--- config.mk ---
export PLATFORM = sky130hd
export DESIGN_NAME = riscv_pipe_skid_stage
export DESIGN_NICKNAME = d
export VERILOG_FILES = /design/src/rtl/riscv_pipe_skid_stage.sv
export SDC_FILE = /design/constraint.sdc
export NUM_CORES = 1
export LEC_CHECK = 0
export BUFFER_PORTS_ARGS = -buffer_cell sky130_fd_sc_hd__buf_4
export CORE_UTILIZATION = 58
export DETAILED_ROUTE_END_ITERATION = 8
export PLACE_DENSITY = 0.91
export SYNTH_ARGS = -nofsm -noshare
export SYNTH_HDL_FRONTEND = slang
export SYNTH_SLANG_ARGS = --single-unit
export TNS_END_PERCENT = 1
--- constraint.sdc ---
create_clock -name i_clk -period 4.2 [get_ports i_clk]
set_input_delay 0.84 -clock i_clk [delete_from_list [all_inputs] [get_ports i_clk]]
set_output_delay 0.84 -clock i_clk [all_outputs]
set_load 0.05 [all_outputs]
--- src/rtl/riscv_pipe_skid_stage.sv ---
// riscv_pipe_skid_stage: two-entry elastic valid/ready stage with registered ready and synchronous flush
module riscv_pipe_skid_stage #(
  parameter int unsigned XLEN = 32,
  parameter int unsigned NWORD = 6,
  parameter logic [XLEN-1:0] DATA_INIT = '0
) (
  input  logic                  i_clk,
  input  logic                  i_rstn,
  input  logic                  i_flush,
  input  logic                  i_valid,
  output logic                  o_ready,
  input  logic [NWORD*XLEN-1:0] i_data,
  output logic                  o_valid,
  input  logic                  i_ready,
  output logic [NWORD*XLEN-1:0] o_data,
  output logic [1:0]            o_count
);
  typedef enum logic [1:0] {EMPTY = 2'd0, ONE = 2'd1, FULL = 2'd2} state_t;
  state_t state, state_nxt;
  logic [NWORD*XLEN-1:0] main_q, skid_q;
  logic in_fire, out_fire, ld_main_in, ld_main_skid, ld_skid;
  assign o_valid  = state != EMPTY;
  assign o_ready  = state != FULL;
  assign o_count  = {state == FULL, state == ONE};
  assign o_data   = main_q;
  assign in_fire  = i_valid & o_ready;
  assign out_fire = o_valid & i_ready;
  // next state and register load enables; flush overrides every transition and write
  always_comb begin
    state_nxt    = state;
    ld_main_in   = 1'b0;
    ld_main_skid = 1'b0;
    ld_skid      = 1'b0;
    if (i_flush) state_nxt = EMPTY;
    else case (state)
      EMPTY: begin
        ld_main_in = in_fire;
        state_nxt  = in_fire ? ONE : EMPTY;
      end
      ONE: begin
        ld_main_in = in_fire & out_fire;
        ld_skid    = in_fire & ~out_fire;
        state_nxt  = (in_fire & ~out_fire) ? FULL : (~in_fire & out_fire) ? EMPTY : ONE;
      end
      FULL: begin
        ld_main_skid = out_fire;
        state_nxt    = out_fire ? ONE : FULL;
      end
      default: state_nxt = EMPTY;
    endcase
  end
  // state register
  always_ff @(posedge i_clk or negedge i_rstn)
    if (!i_rstn) state <= EMPTY;
    else state <= state_nxt;
  // main and skid data registers, written only on accepted or promoted bundles
  always_ff @(posedge i_clk or negedge i_rstn)
    if (!i_rstn) begin
      main_q <= {NWORD{DATA_INIT}};
      skid_q <= {NWORD{DATA_INIT}};
    end else begin
      if (ld_main_in) main_q <= i_data;
      else if (ld_main_skid) main_q <= skid_q;
      if (ld_skid) skid_q <= i_data;
    end
endmodule

---- After elaboration in Yosys (flattened, before gate mapping) ----
Cells that the tools add are included.
word-level totals
  flip-flop bits (word level) ............. 386
  word-level logic and storage cells ...... 30
operators by class
  equal/unequal tests ..................... 3
  bitwise logic cells ..................... 7
  multiplexer cells ....................... 14
  reductions and logical operators ........ 3
operator list
  operator            count
  $mux 192            2
  $mux 1              7
  $mux 2              3
  $pmux 2 s3          1
  $and 1x1->1         5
  $reduce_bool 2->1   2
  $eq 2x1->1 const B  1
  $eq 2x2->1 const B  1
  $logic_not 2->1     1
  $ne 2x2->1 const B  1
  $not 1->1           2
  $pmux 1 s2          1

---- Longest topological paths before layout ----
Gate-level depths: netlist of run 1.
  depth after elaboration ................. 8
  mapped depth ............................ 10
  gate-level depth less buffers ........... 7

---- Worst setup path after synthesis of run 1 ----
No wires, ideal clock.
  path kind ............................... reg-to-reg
  start ................................... register state[0]
  end ..................................... register main_q[100], in the netlist o_data[100]
  path slack .............................. 1.658 ns
  setup time .............................. 0.079 ns
  arrival ................................. 2.463 ns
  buffers on the path ..................... 3
  cell stages (with the launch flop) ...... 11
  path through ............................ dfrtp_1 nand2b_1 and2_1 ha_1 mux2i_1 or2_2 clkbuf_1 clkbuf_1 clkbuf_1 o22ai_1 mux2i_1
between the ends
  cells in the longest elaborated chain, start to end .. 6
  elaborated cells on any way between the ends .. 14
  classes of those cells .................. eq/ne (3); mux (5); bitwise (3); reduce/logical (3)
RTL lines
  item                                           line  source
  start, declared                                19    state_t state, state_nxt;
  start signal, assigned                         55    else state <= state_nxt;
  $ne 2x2->1 (*)                                 23    assign o_ready = state != FULL;
  named net o_ready                              11    output logic o_ready,
  $and 1x1->1 (*)                                26    assign in_fire = i_valid & o_ready;
  $and 1x1->1                                    41    ld_main_in = in_fire & out_fire;
  $pmux 1 s2 (*)                                 35    else case (state)
  $mux 1 (*)                                     34    if (i_flush) state_nxt = EMPTY;
  $mux 192 or $reduce_bool 2->1 (tied branches)  --
  end signal, assigned                           59    main_q <= {NWORD{DATA_INIT}};
  end signal, assigned                           62    if (ld_main_in) main_q <= i_data;
  end signal, assigned                           63    else if (ld_main_skid) main_q <= skid_q;
  end, declared                                  20    logic [NWORD*XLEN-1:0] main_q, skid_q;
Mark *: on every way through the listed nets, which the timed path passes. The rest lies on a longest branch.
A chain may end at the register's enable or synchronous reset.

---- Worst setup path after layout of run 1 ----
  start ................................... register state[1]
  end ..................................... register main_q[91], in the netlist o_data[91]
between the ends
  cells in the longest elaborated chain, start to end .. 6
  elaborated cells on any way between the ends .. 14
  classes of those cells .................. eq/ne (3); mux (5); bitwise (3); reduce/logical (3)
RTL lines
  item                                             line
  $ne 2x2->1 or $reduce_bool 2->1 (tied branches)  23, 22
  $and 1x1->1 (on tied branches)                   26, 27
  $and 1x1->1                                      41
  $pmux 1 s2                                       35
  $mux 1                                           34
  $mux 192 or $reduce_bool 2->1 (tied branches)    --
Several ways; a longest one is shown, not always the timed one.

==> results of run 1 <==
## cell type report
| type | count | area share, % |
|---|---|---|
| clock buffers | 53 | 5.268 |
| inverters | 194 | 3.362 |
| multi-input cells | 594 | 28.17 |
| repair buffers | 422 | 15.35 |
| well taps | 384 | 2.218 |
| clock inverters | 17 | 1.040 |
| flip-flops and latches | 386 | 44.59 |
## cell usage after synthesis
| master | count |
|---|---|
| a21oi_1 | 1 |
| clkbuf_1 | 39 |
| or3_1 | 1 |
| nand2b_1 | 2 |
| dfrtp_1 | 386 |
| ha_1 | 1 |
| mux2i_1 | 194 |
| nor2_1 | 2 |
| buf_1 | 6 |
| and2_1 | 2 |
| buf_2 | 22 |
| o22ai_1 | 192 |
| buf_6 | 20 |
| nand2_1 | 1 |
| mux2_4 | 180 |
| and2b_1 | 1 |
| or2_2 | 2 |
| mux2_2 | 12 |
| o2bb2ai_1 | 1 |
| inv_1 | 194 |
| a211oi_1 | 1 |
| nor3_1 | 1 |
## flip-flops by register name (all words and copies together) (netlist names)
register  cells
skid_q      192
state         2
o_data      192
## metrics by stage
step                      power (mW)  util, %
after floorplan                10.01        -
after global placement         11.86    70.52
after detailed placement       12.15    70.52
after CTS                      15.98    75.27
after global routing           16.52    75.27
final                          15.96    75.27
## logic make-up (layout without fill, tap and decap cells)
logic type,Yosys count,after routing,share of synthesized area [%]
compound gates,195,195,7.202
fa+ha+maj,1,1,0.07370
buf+inv,281,686,7.261
flops,386,386,56.91
mux,386,386,28.16
simple gates,12,12,0.3980
## placed cells by master, fill, tap and decap left out
cell and count:
a211oi_1 1, a21oi_1 1, and2_1 2, and2b_1 1
buf_12 12, buf_4 409, buf_8 1, bufinv_16 5
clkbuf_1 5, clkbuf_16 41, clkbuf_8 7, clkinv_2 7
clkinv_4 1, clkinvlp_4 3, dfrtp_1 386, ha_1 1
inv_1 194, inv_6 1, mux2_2 12, mux2_4 180
mux2i_1 194, nand2_1 1, nand2b_1 1, nand2b_4 1
nor2_1 2, nor3_2 1, o22ai_1 192, o2bb2ai_1 1
or2_2 1, or2_4 1, or3_4 1
## layer usage
| metal | vias to the layer above | wire (um) | share of wire, % | global-route usage (%) |
|---|---|---|---|---|
| li1 | 5129 | - | - | - |
| met1 | 6129 | 17490 | 38 | 38.00 |
| met2 | 657 | 22850 | 50 | 51.61 |
| met3 | 135 | 3735 | 8.1 | 7.498 |
| met4 | 0 | 1781 | 3.9 | 12.02 |
| met5 | - | 0 | 0 | 0 |
## where the power goes
part	switching, mW	internal, mW
clock	1.46	2.22
combinational	4.10	2.33
sequential	0.855	4.99
total	6.42	9.54
## how the worst min path moves through the flow
stage | startpoint | endpoint | slack (ns) | cells after the start
6_report | i_rstn | o_data[89] | 0.38 | 1
5_1_grt | i_rstn | o_data[89] | 0.42 | 1
4_1_cts | i_rstn | skid_q[108] | 0.40 | 1
3_5_place_dp | skid_q[28] | skid_q[28] | 0.49 | 1
3_3_place_gp | skid_q[8] | skid_q[8] | 0.49 | 1
2_1_floorplan | skid_q[0] | skid_q[0] | 0.48 | 1
## worst max-delay path, stage by stage (launching register included)
cell and delay, ns:
dfrtp_1 0.46, or2_2 0.31, and2_1 0.16, ha_1 0.20, mux2i_1 0.25, or2_4 0.60, buf_12 0.31, o22ai_1 0.14
mux2i_1 0.25
==> summary.md, run 1 <==
| Metric | Value |
|---|---|
| Slew of the pin with the lowest slew margin | between 0.7 and 0.8 ns |
| Detailed placement HPWL | 28220 um |
| Net Count, Synth | 1459 |
| Leakage | about 12 nW |
| Crit Reg-Reg Endpoint | o_data[91] |
| Final setup TNS | 0 ns |
| Multi-input logic area | between 6000 and 7000 um2 |
| Reg-to-reg critical path startpoint | state[1] |
| Seq/Total Area, Yosys | around 57% |
| Port Buffers | between 300 and 400 |
| Critical Path AT | 3.25 ns |
| Initial antenna violation count | 0 |
| Number of synthesis warnings | 0 |
| Final hold violations | 0 |
| Post-synth top area share | between 50% and 60% |
| Ant diodes | 0 |
| Post-route ant nets | 0 |
| Max-cap violations | 0 |
| Crit path required time | between 4 and 5 ns |
| Tcrit/Tclk final | roughly two thirds |
| CTS tree | built |
| Post-Layout Cell Count | 2050 |
| Max IR drop VDD | 0.5217 mV |
| Post-synth cell types | 22 |
| Die extent in x | around 170 um |
| Worst hold slack | about 0.38 ns |
| Largest fanout on the critical path | 48 |
| WL/cell | 22.37 um |
| Drc violations | 0 |
| Routability cong. | around 0.84 |
| Worst r2r path cells | 8 |
| Post-CTS setup buffer count | 0 |
| Synth Register Bits | approximately 390 |
| Starting DRT DRC Count | slightly below 1k |
| Power density cells | 737.0 nW/um2 |
| Register Area | 9659 um2 |
| Post-synthesis cell count | ~1.3k |
| Unrepaired setup endpoints after global routing | no |
| Largest cells by area after synthesis | dfrtp_1 (57%), mux2_4 (16%), mux2i_1 (11%) |
| Dpl cell area | slightly above 20000 um2 |
| Vias per cell | about 6 |
| CTS Sinks | between 300 and 400 |
| Placed cell count | roughly 2.0k |
| Clock tree buffer depth | 3 |
| Root Buffer | clkbuf_16 |
| Resize count post-CTS | 0 |
| Vias | approximately 12k |
| CP startpoint kind | register |
| Max-slew violation count | 0 |
| CTS Buf Count | 40 |
| Critical Path End Type | register |
| Share of cells above drive strength 1 | roughly 40% |
| Die outline height | 173.1 um |
| Syn avg cell area | 13.46 um2 |
| First-pass GRT wire length | just over 70000 um |
| Die Area | around 30000 um2 |
| Largest net degree at the start of global routing | about 110 |
| Most area-hungry cell type in the Yosys netlist | dfrtp_1 |
| Worst-path clk slew | around 0.070 ns |
| Crit path from | state[1] |
| Crit Path Category | reg2reg |
| Highest Clock Rate | roughly 350 MHz |
| R2R Setup Slk | about 1.4 ns |
| Nets | between 1.5k and 2k |
| Min Tclk post-route | roughly 2.8 ns |
| Starting Density | roughly 59% |
| Core Rows | 62 |
| Clk Latency, worst-skew pair | about 0.52 ns |
| Place WS | between 1 and 1.5 ns |
| Final worst setup slack | roughly 1.4 ns |
| Relative slew slack | between 40% and 50% |
| Status | finished, final reports clean |
| End point of the critical path | o_data[91] |
| DR pass1 iterations | 5 |
| CORE AREA | approximately 29000 um2 |
| Fillers | roughly 1.6k |
| Num ports | between 300 and 400 |
| Htree depth | 2 |
| Total track usage | a little under a third |
| Hold Path Class | in2async |
| Final Setup Violations | 0 |
| Clk_skew | about 0.011 ns |
| Total gr overflow | 0 |
| Hold-fix buffers at CTS | 0 |
| Vias in the first global route | ~13k |
| Final Cell Area | around 22000 um2 |
| Cell Area, Synth | 16970 um2 |
| Area grow syn2layout | 27.62% |
| Final WL | between 40000 and 50000 um |
No activity file was read; power rests on OpenSTA's default activity.
==> run 2, diff against run 1 <==
- ABC_AREA: unset -> 1
- CORE_UTILIZATION: 58 -> 50
- PLACE_DENSITY: 0.91 -> 0.83
- clock period: 4.2 -> 2.4 ns (I/O delays scaled with it)
==> summary.md, run 2 <==
| Metric | Value |
|---|---|
| GR peak layer | met2 (unchanged) |
| Status | finished, final reports clean (unchanged) |
| Number of synthesis warnings | 0 (unchanged) |
| Clk Latency, worst-skew pair | 0.53 ns (was 0.52 ns) |
| Resize count post-CTS | 0 (unchanged) |
| Max-cap violations | 0 (unchanged) |
| Share of cells above drive strength 1 | 19.72% (was 41.06%) |
| Cell Area, Synth | 18080 um2 (was 16970 um2) |
| EDFF count, synth | 0 (unchanged) |
| Vias in the first global route | 16.63k (was 13.01k) |
| Tot Pwr | 22.24 mW (was 15.96 mW) |
| Post-synth cell types | 22 (unchanged) |
| Vias | 16.79k (was 12.05k) |
| Critical Path AT | 2.52 ns (was 3.25 ns) |
| Place WS | 0.2335 ns (was 1.190 ns) |
| CORE AREA | 35570 um2 (was 28780 um2) |
| Root Buffer | clkbuf_16 (unchanged) |
| Post-route ant nets | 0 (unchanged) |
| CTS tree | built (unchanged) |
| Total track usage | 27.22% (was 30.58%) |
| R2R Setup Slk | 0.31 ns (was 1.36 ns) |
| Clk_skew | 0.008491 ns (was 0.01096 ns) |
| Htree depth | 2 (unchanged) |
| Highest Clock Rate | 477.6 MHz (was 352.2 MHz) |
| Worst-path clk slew | 0.06 ns (was 0.07 ns) |
| Crit Path Category | reg2reg (unchanged) |
| Port Buffers | 392 (unchanged) |
| Most frequent cell after synthesis | nand2_1 (was dfrtp_1) |
| Max IR drop VDD | 0.6832 mV (was 0.5217 mV) |
| First-pass GRT wire length | 80870 um (was 72530 um) |
| Crit-path leading delay family | simple AND/OR/NAND/NOR gates (unchanged) |
| Net Sw Power | 8.276 mW (was 6.422 mW) |
| Total gr overflow | 0 (unchanged) |
| Crit path required time | 2.82 ns (was 4.61 ns) |
| Placed cell count | 3056 (was 1980) |
| Largest net degree at the start of global routing | 83 (was 106) |
| Slew of the pin with the lowest slew margin | 0.4940 ns (was 0.7892 ns) |
| WL/cell | 16.07 um (was 22.37 um) |
| Ys flop type | dfrtp_1 (unchanged) |
| Unrepaired setup endpoints after global routing | no (unchanged) |
| Synth Register Bits | 386 (unchanged) |
| Dpl cell area | 21710 um2 (was 20300 um2) |
| Met2 global-route usage | 44.40% (was 51.61%) |
| DR pass1 iterations | 5 (unchanged) |
| CP startpoint kind | register (unchanged) |
| Die Area | 36930 um2 (was 29950 um2) |
| Routability cong. | 0.8726 (was 0.8414) |
| CTS Sinks | 386 (unchanged) |
| Clock tree buffer depth | 3 (unchanged) |
| Worst path bufs/invs | 2 (was 1) |
| Switching Fraction | 37.22% (was 40.23%) |
| Hold Path Class | in2reg (was in2async) |
| Seq/Total Area, Yosys | 53.42% (was 56.91%) |
| Commonest cells after routing, fill and taps aside | nand2_1 (581), buf_4 (421), inv_1 (389), nand3_1 (386), dfrtp_1 (386) (was buf_4 (409), dfrtp_1 (386), inv_1 (194), mux2i_1 (194), o22ai_1 (192)) |
| Final hold violations | 0 (unchanged) |
| Critical-path cell list | nor2_4, nor2_1, ha_1, nand3_1, nand2_8, nand2_8, buf_12, buf_12, o21ai_1, nand2_1, nand2_1 (was or2_2, and2_1, ha_1, mux2i_1, or2_4, buf_12, o22ai_1, mux2i_1) |
| Final worst setup slack | 0.3061 ns (was 1.361 ns) |
| Vias per cell | 5.365 (was 5.878) |
| Seq pwr share | 41.0% (was 36.6%) |
| Final Setup Violations | 0 (unchanged) |
| Post-Layout Cell Count | 3129 (was 2050) |
| Most common cell after layout, fill and taps aside | nand2_1 (was buf_4) |
| Num ports | 393 (unchanged) |
| Drc violations | 0 (unchanged) |
| Final WL | 50270 um (was 45850 um) |
| Final Cell Area | 23030 um2 (was 21660 um2) |
| Net Count, Synth | 2506 (was 1459) |
| Post-synth top area share | 53.42% (was 56.91%) |
| Met3 Usage GRT | 4.970% (was 7.498%) |
| Fillers | 2819 (was 1575) |
| Logic pwr share | 31.1% (was 40.3%) |
| Ant diodes | 0 (unchanged) |
| Syn avg cell area | 7.834 um2 (was 13.46 um2) |
| Starting Density | 50.83% (was 58.98%) |
| Leakage | 12.22 nW (was 12.02 nW) |
| P_int | 13.96 mW (was 9.542 mW) |
| CTS Buf Count | 41 (was 40) |
| Fin util | 64.74% (was 75.27%) |
| Max-slew violation count | 0 (unchanged) |
| Clock share of power | 27.9% (was 23.1%) |
| Initial antenna violation count | 0 (unchanged) |
| Post-synthesis cell count | 2308 (was 1261) |
| Area grow syn2layout | 27.36% (was 27.62%) |
| Worst hold slack | 0.1641 ns (was 0.3835 ns) |
| Starting DRT DRC Count | 1051 (was 975) |
| Min Tclk post-route | 2.094 ns (was 2.839 ns) |
| Most area-hungry cell type in the Yosys netlist | dfrtp_1 (unchanged) |
| Largest cells by area after synthesis | dfrtp_1 (53%), nand2_1 (12%), nand3_1 (11%) (was dfrtp_1 (57%), mux2_4 (16%), mux2i_1 (11%)) |
| Relative slew slack | 67.07% (was 47.39%) |
| Final setup TNS | 0 ns (unchanged) |
| Nets | 2837 (was 1836) |
| Detailed placement HPWL | 33100 um (was 28220 um) |
| CP max stage cell | dfrtp_1 (was or2_4) |
| Ys async rst share | 100.0% (unchanged) |
| Met1 GRT Util | 33.73% (was 38.00%) |
| Tcrit/Tclk final | 87.24% (was 67.60%) |
| Die outline height | 192.2 um (was 173.1 um) |
| Post-synth top cells | nand2_1 (581), inv_1 (389), dfrtp_1 (386), nand3_1 (386), o21ai_1 (336) (was dfrtp_1 (386), inv_1 (194), mux2i_1 (194)) |
| Die extent in x | 192.2 um (was 173.1 um) |
| Largest fanout on the critical path | 44 (was 48) |
| Power density cells | 965.7 nW/um2 (was 737.0 nW/um2) |
| Largest stage delay on the critical path | 0.44 ns (was 0.60 ns) |
| Core Rows | 69 (was 62) |
| Critical Path End Type | register (unchanged) |
==> run 2: cell count changes in the layout (fill, tap and decap cells not counted), sizes merged, moves of 33 or more <==
cell and change:
mux2 -192, nand2 +582, nand3 +387, buf +33
o22ai -192, o21ai +384, inv +197, mux2i -194
==> run 2: kinds of logic (layout without fill, tap and decap cells) <==
logic type | after synthesis | after routing | synth area share, %
AND/OR/NAND/NOR | 975 | 975 | 23.11
buffers and inverters | 560 | 920 | 12.70
AO/OA/AOI/OAI | 386 | 386 | 10.70
flip-flops | 386 | 386 | 53.42
adder cells (fa/ha/maj) | 1 | 1 | 0.06919
==> run 2: final timing paths <==
check	cells after the start	from	endpoint
worst max-delay path	11	state[0]	o_data[71]
worst min-delay path	2	i_flush	state[1]
worst max register to register	11	state[0]	o_data[71]
worst min register to register	2	skid_q[1]	skid_q[1]
max in group asynchronous	3	i_rstn	skid_q[179]
min in group asynchronous	2	i_rstn	skid_q[65]
==> run 2: layout make-up <==
| cell class | instances | area, um2 | area share, % |
|---|---|---|---|
| flip-flops and latches | 386 | 9659 | 41.95 |
| repair buffers | 456 | 3846 | 16.70 |
| inverters | 392 | 1476 | 6.411 |
| clock buffers | 60 | 1187 | 5.156 |
| multi-input cells | 1362 | 6163 | 26.76 |
| well taps | 461 | 576.8 | 2.505 |
| clock inverters | 12 | 118.9 | 0.5162 |
==> run 2: timing repair <==
action	4_1_cts	5_1_grt
hold endpoints to repair	43	0
hold buffers	1	0
setup buffers	0	0
==> run 2: worst register-to-register path: stages (launching register included) <==
cell and delay, ns:
dfrtp_1 0.44, nor2_4 0.22, nor2_1 0.07, ha_1 0.19
nand3_1 0.19, nand2_8 0.09, nand2_8 0.09, buf_12 0.21
buf_12 0.24, o21ai_1 0.11, nand2_1 0.09, nand2_1 0.05
==> run 2: power by group through the flow <==
stage               registers (mW)  clock network (mW)  logic, mW
finish                        9.12                6.21       6.91
global route                  9.27                6.59       7.50
CTS                           9.08                6.32       6.95
detailed placement            9.16                   0       6.90
global placement              9.10                   0       6.69
floorplan                     11.3                   0       2.19
==> run 2: layer usage <==
metal	vias up	wire, um
met5	-	0
met4	0	2802
met3	191	3455
met2	751	24490
met1	7931	19520
li1	7914	-
==> run 3, diff against run 2 <==
- CORE_UTILIZATION: 50 -> 25
- PLACE_DENSITY: 0.83 -> 0.5
==> summary.md, run 3 (same netlist as run 2, synthesis figures left out) <==
| Metric | Value |
|---|---|
| Highest Clock Rate | 489.1 MHz (was 477.6 MHz) |
| Final hold violations | 0 (unchanged) |
| Htree depth | 2 (unchanged) |
| First-pass GRT wire length | 88240 um (was 80870 um) |
| Tot Pwr | 22.77 mW (was 22.24 mW) |
| Largest fanout on the critical path | 46 (was 44) |
| WL/cell | 15.18 um (was 16.07 um) |
| CTS Buf Count | 46 (was 41) |
| Seq pwr share | 39.6% (was 41.0%) |
| DR pass1 iterations | 5 (unchanged) |
| CP startpoint kind | register (unchanged) |
| Crit path required time | 2.85 ns (was 2.82 ns) |
| Min Tclk post-route | 2.044 ns (was 2.094 ns) |
| Root Buffer | clkbuf_16 (unchanged) |
| Logic pwr share | 30.2% (was 31.1%) |
| Starting Density | 25.29% (was 50.83%) |
| Slew of the pin with the lowest slew margin | 0.6963 ns (was 0.4940 ns) |
| Register Area | 9659 um2 (unchanged) |
| Vias in the first global route | 15.41k (was 16.63k) |
| CORE AREA | 71490 um2 (was 35570 um2) |
| Vias | 15.74k (was 16.79k) |
| Die Area | 73400 um2 (was 36930 um2) |
| Share of cells above drive strength 1 | 20.41% (was 19.72%) |
| Switching Fraction | 36.59% (was 37.22%) |
| Tcrit/Tclk final | 85.19% (was 87.24%) |
| Max IR drop VDD | 0.4519 mV (was 0.6832 mV) |
| Vias per cell | 4.319 (was 5.365) |
| Num ports | 393 (unchanged) |
| Power density cells | 946.5 nW/um2 (was 965.7 nW/um2) |
| Drc violations | 0 (unchanged) |
| Net Sw Power | 8.332 mW (was 8.276 mW) |
| Most common cell after layout, fill and taps aside | nand2_1 (unchanged) |
| Total track usage | 14.90% (was 27.22%) |
| Worst-path clk slew | 0.06 ns (about the same) |
| Leakage | 12.43 nW (was 12.22 nW) |
| Clk Latency, worst-skew pair | 0.57 ns (was 0.53 ns) |
| Routability cong. | 0.7633 (was 0.8726) |
| Final Setup Violations | 0 (unchanged) |
| Total gr overflow | 0 (unchanged) |
| Resize count post-CTS | 0 (unchanged) |
| Crit Path Category | reg2reg (unchanged) |
| Starting DRT DRC Count | 965 (was 1051) |
| Final WL | 55340 um (was 50270 um) |
| Unrepaired setup endpoints after global routing | no (unchanged) |
| Fin util | 33.66% (was 64.74%) |
| Detailed placement HPWL | 37260 um (was 33100 um) |
| Critical Path AT | 2.50 ns (was 2.52 ns) |
| Relative slew slack | 53.58% (was 67.07%) |
| Clock tree buffer depth | 3 (unchanged) |
| P_int | 14.44 mW (was 13.96 mW) |
| Area grow syn2layout | 33.06% (was 27.36%) |
| Commonest cells after routing, fill and taps aside | nand2_1 (581), buf_4 (430), inv_1 (389), nand3_1 (386), dfrtp_1 (386) (was nand2_1 (581), buf_4 (421), inv_1 (389), nand3_1 (386), dfrtp_1 (386)) |
| Status | finished, final reports clean (unchanged) |
| Fillers | 7564 (was 2819) |
| Port Buffers | 392 (unchanged) |
| Max-slew violation count | 0 (unchanged) |
| Worst hold slack | 0.1280 ns (was 0.1641 ns) |
| Critical Path End Type | register (unchanged) |
| Die outline height | 270.9 um (was 192.2 um) |
| Post-route ant nets | 0 (unchanged) |
| Nets | 2860 (was 2837) |
| Multi-input logic area | 6163 um2 (unchanged) |
| Largest net degree at the start of global routing | 99 (was 83) |
| CTS Sinks | 386 (unchanged) |
| Final setup TNS | 0 ns (unchanged) |
| Clock share of power | 30.2% (was 27.9%) |
| Initial antenna violation count | 0 (unchanged) |
| Ant diodes | 0 (unchanged) |
| CTS tree | built (unchanged) |
| Hold Path Class | in2reg (unchanged) |
| Clk_skew | 0.01580 ns (was 0.008491 ns) |
| Max-cap violations | 0 (unchanged) |
| Die extent in x | 270.9 um (was 192.2 um) |
| Core Rows | 98 (was 69) |
[run 3: through the flow]
stage	instances	setup WS, ns	cell area [um2]
after floorplan	2308	0.5358	18080
after global placement	3563	0.2627	22570
after detailed placement	3563	0.2429	22570
after CTS	3645	0.3184	24060
after global routing	3645	0.1159	24060
final	3645	0.3555	24060
[run 3: area by class of cell]
type                    instances  share of cell area (%)
clock buffers                  73                   5.835
well taps                     950                   4.940
multi-input cells            1362                   25.62
repair buffers                474                   17.02
flip-flops and latches        386                   40.15
clock inverters                 8                  0.3068
inverters                     392                   6.137
[run 3: power groups by stage]
stage / clock [mW] / sequential (mW) / combinational (mW)
2_1_floorplan: 0 / 11.3 / 2.19
3_3_place_gp: 0 / 9.13 / 6.91
3_5_place_dp: 0 / 9.13 / 6.96
4_1_cts: 7.13 / 9.05 / 6.97
5_1_grt: 7.40 / 9.23 / 7.51
6_report: 6.87 / 9.03 / 6.87
[run 3: path summary, 6_finish.rpt]
check,start,endpoint,depth (start not counted),slack [ns]
setup / recovery,state[0],o_data[180],10,0.36
hold / removal,i_flush,state[1],2,0.13
setup reg to reg,state[0],o_data[180],10,0.36
hold reg to reg,skid_q[13],skid_q[13],2,0.48
max in group asynchronous,i_rstn,o_data[184],3,1.17
min in group asynchronous,i_rstn,o_data[75],2,0.50
[run 3: per-layer routing]
layer	share of wire, %	track usage, %	vias up
li1	-	-	7986
met3	4.4	2.467	86
met1	45	20.04	7350
met4	2.9	5.204	0
met5	0	0	-
met2	47	24.07	321
[run 3: what timing repair did]
item	4_1_cts	5_1_grt
buffers inserted	0	0
hold endpoints to repair	49	0
hold buffers	1	0
[run 3: worst max-delay path, cell delays in order (launching register included)]
cell	delay (ns)
dfrtp_1	0.43
nor2_2	0.17
nor2_1	0.06
ha_1	0.19
nand3_1	0.17
nand2_8	0.10
nand2_8	0.09
buf_4	0.40
o21ai_0	0.16
nand2_1	0.08
nand2_1	0.05
